==> src/rtl/grid_update_rx.sv <==
// grid_update_rx
// Receives 16-bit cell-update frames over a 3-wire serial link (SCK/MOSI/CS_N),
// maintains the maze grid colour memory and serves registered colour reads
// to the grid-drawing logic.
module grid_update_rx #(
    parameter int          GRID_COLS   = 2,
    parameter int          GRID_ROWS   = 2,
    parameter logic [7:0]  RESET_COLOR = 8'b000_111_00
) (
    input  logic       CLOCK,
    input  logic       RESET_N,
    input  logic       SCK,
    input  logic       MOSI,
    input  logic       CS_N,
    input  logic [1:0] RD_X,
    input  logic [1:0] RD_Y,
    output logic [7:0] RD_COLOR,
    output logic       PKT_VALID,
    output logic       FRAME_ERR,
    output logic       BUSY
);

    localparam int         CELLS     = GRID_COLS * GRID_ROWS;
    localparam logic [3:0] LAST_CELL = 4'(CELLS - 1);
    localparam logic [3:0] COLS_4    = 4'(GRID_COLS);
    localparam logic [2:0] COLS_3    = 3'(GRID_COLS);
    localparam logic [2:0] ROWS_3    = 3'(GRID_ROWS);
    localparam logic [3:0] CMD_WRITE = 4'h1;
    localparam logic [3:0] CMD_CLEAR = 4'h2;
    localparam logic [4:0] FRAME_LEN = 5'd16;
    localparam logic [4:0] CNT_SAT   = 5'd17;

    typedef enum logic [1:0] {
        ST_IDLE,
        ST_SHIFT,
        ST_COMMIT,
        ST_CLEAR
    } state_t;

    // ---------------------------------------------------------------
    // Input synchronisers and edge detection
    // ---------------------------------------------------------------
    logic [1:0] sck_sync_reg;
    logic [1:0] mosi_sync_reg;
    logic [1:0] cs_sync_reg;
    logic       sck_prev_reg;
    logic       cs_prev_reg;
    logic [1:0] settle_reg;

    // Two-flop synchronisers, edge registers and a post-reset settle counter.
    always_ff @(posedge CLOCK or negedge RESET_N) begin
        if (!RESET_N) begin
            sck_sync_reg  <= 2'b00;
            mosi_sync_reg <= 2'b00;
            cs_sync_reg   <= 2'b11;
            sck_prev_reg  <= 1'b0;
            cs_prev_reg   <= 1'b1;
            settle_reg    <= 2'd0;
        end else begin
            sck_sync_reg  <= {sck_sync_reg[0], SCK};
            mosi_sync_reg <= {mosi_sync_reg[0], MOSI};
            cs_sync_reg   <= {cs_sync_reg[0], CS_N};
            sck_prev_reg  <= sck_sync_reg[1];
            cs_prev_reg   <= cs_sync_reg[1];
            if (settle_reg != 2'd3) begin
                settle_reg <= settle_reg + 2'd1;
            end
        end
    end

    // CS_N edges only count once the real pin level has flushed the reset
    // value out of the chain; otherwise a reset in mid-frame (CS_N held low)
    // would look like a fresh falling edge and start a bogus frame.
    logic cs_settled;
    logic cs_fall;
    logic cs_rise;
    logic sck_rise;
    logic mosi_bit;

    assign cs_settled = (settle_reg == 2'd3);
    assign cs_fall    = cs_settled &  cs_prev_reg & ~cs_sync_reg[1];
    assign cs_rise    = cs_settled & ~cs_prev_reg &  cs_sync_reg[1];
    assign sck_rise   = sck_sync_reg[1] & ~sck_prev_reg;
    assign mosi_bit   = mosi_sync_reg[1];

    // ---------------------------------------------------------------
    // Frame receiver FSM
    // ---------------------------------------------------------------
    state_t      state_reg,   state_next;
    logic [15:0] shift_reg,   shift_next;
    logic [4:0]  bit_cnt_reg, bit_cnt_next;
    logic [3:0]  clr_idx_reg, clr_idx_next;
    logic        orphan_reg,  orphan_next;   // frame began during a clear

    logic [1:0]  f_x;
    logic [1:0]  f_y;
    logic [3:0]  f_cmd;
    logic [7:0]  f_color;
    logic        f_in_range;
    logic [3:0]  f_idx;

    assign f_x        = shift_reg[15:14];
    assign f_y        = shift_reg[13:12];
    assign f_cmd      = shift_reg[11:8];
    assign f_color    = shift_reg[7:0];
    assign f_in_range = ({1'b0, f_x} < COLS_3) && ({1'b0, f_y} < ROWS_3);
    assign f_idx      = ({2'b00, f_y} * COLS_4) + {2'b00, f_x};

    logic       wr_en;
    logic [3:0] wr_idx;
    logic [7:0] wr_data;

    // FSM state and datapath registers.
    always_ff @(posedge CLOCK or negedge RESET_N) begin
        if (!RESET_N) begin
            state_reg   <= ST_IDLE;
            shift_reg   <= 16'h0000;
            bit_cnt_reg <= 5'd0;
            clr_idx_reg <= 4'd0;
            orphan_reg  <= 1'b0;
        end else begin
            state_reg   <= state_next;
            shift_reg   <= shift_next;
            bit_cnt_reg <= bit_cnt_next;
            clr_idx_reg <= clr_idx_next;
            orphan_reg  <= orphan_next;
        end
    end

    // Next-state, frame check, memory write request and status pulses.
    always_comb begin
        state_next   = state_reg;
        shift_next   = shift_reg;
        bit_cnt_next = bit_cnt_reg;
        clr_idx_next = clr_idx_reg;
        orphan_next  = orphan_reg;
        wr_en        = 1'b0;
        wr_idx       = f_idx;
        wr_data      = f_color;
        PKT_VALID    = 1'b0;
        FRAME_ERR    = 1'b0;
        BUSY         = 1'b0;

        case (state_reg)
            ST_IDLE: begin
                if (cs_fall) begin
                    state_next   = ST_SHIFT;
                    shift_next   = 16'h0000;
                    bit_cnt_next = 5'd0;
                    orphan_next  = 1'b0;
                end else if (cs_rise && orphan_reg) begin
                    // End of a frame whose start was swallowed by a clear.
                    FRAME_ERR   = 1'b1;
                    orphan_next = 1'b0;
                end
            end
            ST_SHIFT: begin
                if (sck_rise) begin
                    shift_next = {shift_reg[14:0], mosi_bit};
                    if (bit_cnt_reg != CNT_SAT) begin
                        bit_cnt_next = bit_cnt_reg + 5'd1;
                    end
                end
                if (cs_rise) begin
                    state_next = ST_COMMIT;
                end
            end
            ST_COMMIT: begin
                state_next = ST_IDLE;
                if (bit_cnt_reg != FRAME_LEN) begin
                    FRAME_ERR = 1'b1;
                end else if (f_cmd == CMD_WRITE) begin
                    if (f_in_range) begin
                        wr_en     = 1'b1;
                        PKT_VALID = 1'b1;
                    end else begin
                        FRAME_ERR = 1'b1;
                    end
                end else if (f_cmd == CMD_CLEAR) begin
                    PKT_VALID    = 1'b1;
                    state_next   = ST_CLEAR;
                    clr_idx_next = 4'd0;
                end else begin
                    FRAME_ERR = 1'b1;
                end
            end
            ST_CLEAR: begin
                BUSY    = 1'b1;
                wr_en   = 1'b1;
                wr_idx  = clr_idx_reg;
                wr_data = RESET_COLOR;
                if (cs_fall) begin
                    orphan_next = 1'b1;
                end else if (cs_rise) begin
                    orphan_next = 1'b0;
                end
                if (clr_idx_reg == LAST_CELL) begin
                    state_next = ST_IDLE;
                end else begin
                    clr_idx_next = clr_idx_reg + 4'd1;
                end
            end
            default: begin
                state_next = ST_IDLE;
            end
        endcase
    end

    // ---------------------------------------------------------------
    // Grid colour memory, row-major: index = y * GRID_COLS + x
    // ---------------------------------------------------------------
    logic [7:0] cell_rd [CELLS];

    genvar gi;
    generate
        for (gi = 0; gi < CELLS; gi++) begin : g_cell
            logic [7:0] cell_reg;

            // One colour cell, loaded with RESET_COLOR on reset.
            always_ff @(posedge CLOCK or negedge RESET_N) begin
                if (!RESET_N) begin
                    cell_reg <= RESET_COLOR;
                end else if (wr_en && (wr_idx == 4'(gi))) begin
                    cell_reg <= wr_data;
                end
            end

            assign cell_rd[gi] = cell_reg;
        end
    endgenerate

    // ---------------------------------------------------------------
    // Read port
    // ---------------------------------------------------------------
    logic       rd_in_range;
    logic [3:0] rd_idx;
    logic [7:0] rd_data;

    assign rd_in_range = ({1'b0, RD_X} < COLS_3) && ({1'b0, RD_Y} < ROWS_3);
    assign rd_idx      = ({2'b00, RD_Y} * COLS_4) + {2'b00, RD_X};

    // Cell select; indices outside the grid read as zero.
    always_comb begin
        rd_data = 8'h00;
        for (int i = 0; i < CELLS; i++) begin
            if (rd_in_range && (rd_idx == 4'(i))) begin
                rd_data = cell_rd[i];
            end
        end
    end

    // Registered read data; a same-cycle write is seen on the following read.
    always_ff @(posedge CLOCK or negedge RESET_N) begin
        if (!RESET_N) begin
            RD_COLOR <= 8'h00;
        end else begin
            RD_COLOR <= rd_data;
        end
    end

endmodule
==> config.mk <==
export PLATFORM = sky130hd
export DESIGN_NAME = grid_update_rx
export DESIGN_NICKNAME = d
export VERILOG_FILES = /design/src/rtl/grid_update_rx.sv
export SDC_FILE = /design/constraint.sdc
export NUM_CORES = 1
export LEC_CHECK = 0
export BUFFER_PORTS_ARGS = -buffer_cell sky130_fd_sc_hd__buf_2
export CAP_MARGIN = 30
export CORE_AREA = 2 2 97 99
export DETAILED_ROUTE_END_ITERATION = 10
export DIE_AREA = 0 0 99 101
export HOLD_SLACK_MARGIN = 0.08
export PLACE_DENSITY_LB_ADDON = 0.08
export SLEW_MARGIN = 10
export SYNTH_ARGS = -nofsm -noshare
export SYNTH_HDL_FRONTEND = slang
export SYNTH_SLANG_ARGS = --single-unit
export TNS_END_PERCENT = 30
==> constraint.sdc <==
create_clock -name CLOCK -period 3.8 [get_ports CLOCK]
set_input_delay 0.38 -clock CLOCK [delete_from_list [all_inputs] [get_ports CLOCK]]
set_output_delay 0.38 -clock CLOCK [all_outputs]
set_load 0.01 [all_outputs]
==> metrics <==
Hold Vio Cnt, Final=0; cells after synthesis=254; CP endpoint kind=register; vias in the first global route=2064; fin nets=294; Initial Util=39.0%; Fmax=386 MHz; Fillers=792; CTS max path bufs=2; Layout area overhead=13.5%; r2r worst-path depth=4; drt total wl=6.58 mm; cts repair resizes=0; peak supply drop=223 uV; crit start category=register; Hold EP=cs_sync_reg[0]; post-synth cell types=48; synth top area cells=dfrtp_1 45%, dfstp_2 11%, mux2_2 9.6%; Crit Path Class=reg2reg; die area=10000 um^2; layout cells sized above 1=35.5%; Die Y=101 um; worst hold stages=1; maximum level of the CTS H-tree=3; die width=99 um; met1 usage=21.9%; Final Wtd Congestion=0.696; num ports=20; fin. max-slew vios=0; status=finished, final reports clean; Clock Sinks=78; total number of vias=2084; GR peak layer=met1; pwr/cell area=513 nW/um^2; DRC Markers=0; GRT Util Overall=14.7%; final critical-path share of the clock period=68.3%; CTS buffer count=9; hold path startpoint=CS_N; CTS Root Cell=clkbuf_8; port bufs=19; initial antenna violation count=0; antenna-violating nets left=0; CP Data Arrival Time=2830 ps; GR Layer Usage met2=20.5%; FF-to-FF setup slack=1210 ps; largest net degree at the start of global routing=47; Worst Clk Skew=9.96 ps; first-pass GRT wire length=11.2 mm; crit-path max FO=14; Avg Cell Area, Syn=13.8 um^2; Clk pin slew, worst setup/hold paths=80 ps; total grt overflow=0; Synth async-reset ratio=100%; max cap viols=0; row cnt=35; largest area contributor in the netlist=dfrtp_1; clk_lat worst skew=350 ps; commonest non-fill, non-tap cells in the layout=63 x dfrtp_1, 30 x mux2_2, 18 x buf_2; setup TNS=0 ps; Worst Hold Slack=121 ps; max reg flops=32; Core ar.=8980 um^2; WP data required=4030 ps; Synth Warn #=0; commonest non-fill, non-tap cell in the layout=dfrtp_1; Setup violations, final=0; RSZ-0062 raised after global routing=false; worst reg2reg path endpoint=g_cell[1].cell_reg[6]; Leak=1.83 nW; Post-synth EDFFs=0; syn nets=271; Final min period=2590 ps; met3 GRT Util=2.98%; drt initial violations=67; # diodes=0; final instance area=3980 um^2; worst slew pin tran=686 ps; placed wire-length estimate=4.47 mm; Yosys reg bits=78; TritonCTS clock tree=yes; Vias/cell=5.30; Pre-antenna DRT Iters=4; share of the synthesized area in the top cell type=45.0%; RR Startpoint=state_reg[1]; Critical Path Source=state_reg[1]; class of the worst hold path=in2reg; worst rel slew slack=54.3%; Seq/Total Area, Yosys=56.3%; Mapped Area=3500 um^2; placed inst area=3740 um^2; wire per inst=16.7 um; Top FF cell, synth=dfrtp_1
-- final cells by class --
class                           instances  area (um^2)  area share, %
Inverter                                7         26.3          0.661
Clock inverter                          5         82.6           2.08
Timing Repair Buffer                   22          143           3.59
Sequential cell                        78         1970           49.5
Multi-Input combinational cell        159         1480           37.1
Tap cell                              111          139           3.49
Clock buffer                           11          141           3.55
-- worst max path at each step --
stage	end	slack (ps)	cells after the start
finish	g_cell[1].cell_reg[6]	1210	4
global route	g_cell[2].cell_reg[6]	970	4
CTS	g_cell[1].cell_reg[6]	1170	4
detailed placement	g_cell[1].cell_reg[6]	1200	4
global placement	g_cell[1].cell_reg[5]	1260	4
floorplan	g_cell[0].cell_reg[0]	1660	6
-- routing by layer --
layer	vias to the layer above	share of wire (%)
met5	-	0
met4	0	2.2
met3	10	2.5
met2	25	43
met1	1069	53
li1	980	-
-- worst max-delay path, cell delays in order, from the launching register on --
cell and delay (ps):
dfrtp_1 600, nand2_1 340, or3_1 570, a211oi_4 570, mux2_2 400
-- per-stage QoR --
stage / util (%) / power [mW] / std cells / setup WS, ps
after floorplan: - / 1.25 / 254 / 1660
after global placement: 41.4 / 1.35 / 375 / 1260
after detailed placement: 41.7 / 1.36 / 376 / 1200
after CTS: 44.3 / 2.07 / 393 / 1170
after global routing: 44.3 / 2.16 / 393 / 970
final: 44.3 / 2.04 / 393 / 1210
-- cells in the mapped netlist, types with 2 or more instances --
library cell,count
mux2_1,4
nor2b_1,9
clkbuf_1,9
a211oi_4,4
and2_1,5
nand2b_1,4
nand3b_1,2
or3_1,2
dfstp_2,15
a22o_1,15
mux2_2,30
a21oi_1,6
a21o_1,4
dfrtp_1,63
and3_1,4
nor2_1,7
nand2_1,11
ha_1,8
inv_1,7
nor4_1,2
nand3_1,3
mux4_2,8
o21ai_0,7
-- cells by family (layout without fill, tap and decap cells) --
kind of cell               after synthesis  count (layout)  share of synthesized area, %
AOI/OAI and AO/OA                       45              45                          10.8
xor gates and xnor gates                 2               2                         0.500
adders and majority gates                8               8                          2.86
buffers and inverters                   17              45                          1.82
DFF                                     78              78                          56.2
muxes                                   43              43                          16.4
and+or+nand+nor                         61              61                          11.4
-- timing repair --
item                                   CTS  global route
hold buffers                             1             0
endpoints found under the hold margin   27             0
setup buffers                            0             0
-- report_power, final --
group          internal, mW  switching [mW]  total, mW
Clock                 0.388           0.310      0.698
Combinational         0.152           0.192      0.344
Sequential            0.915          0.0831      0.998
Total                  1.46           0.585       2.04
Power figures use the tool's default switching activity.
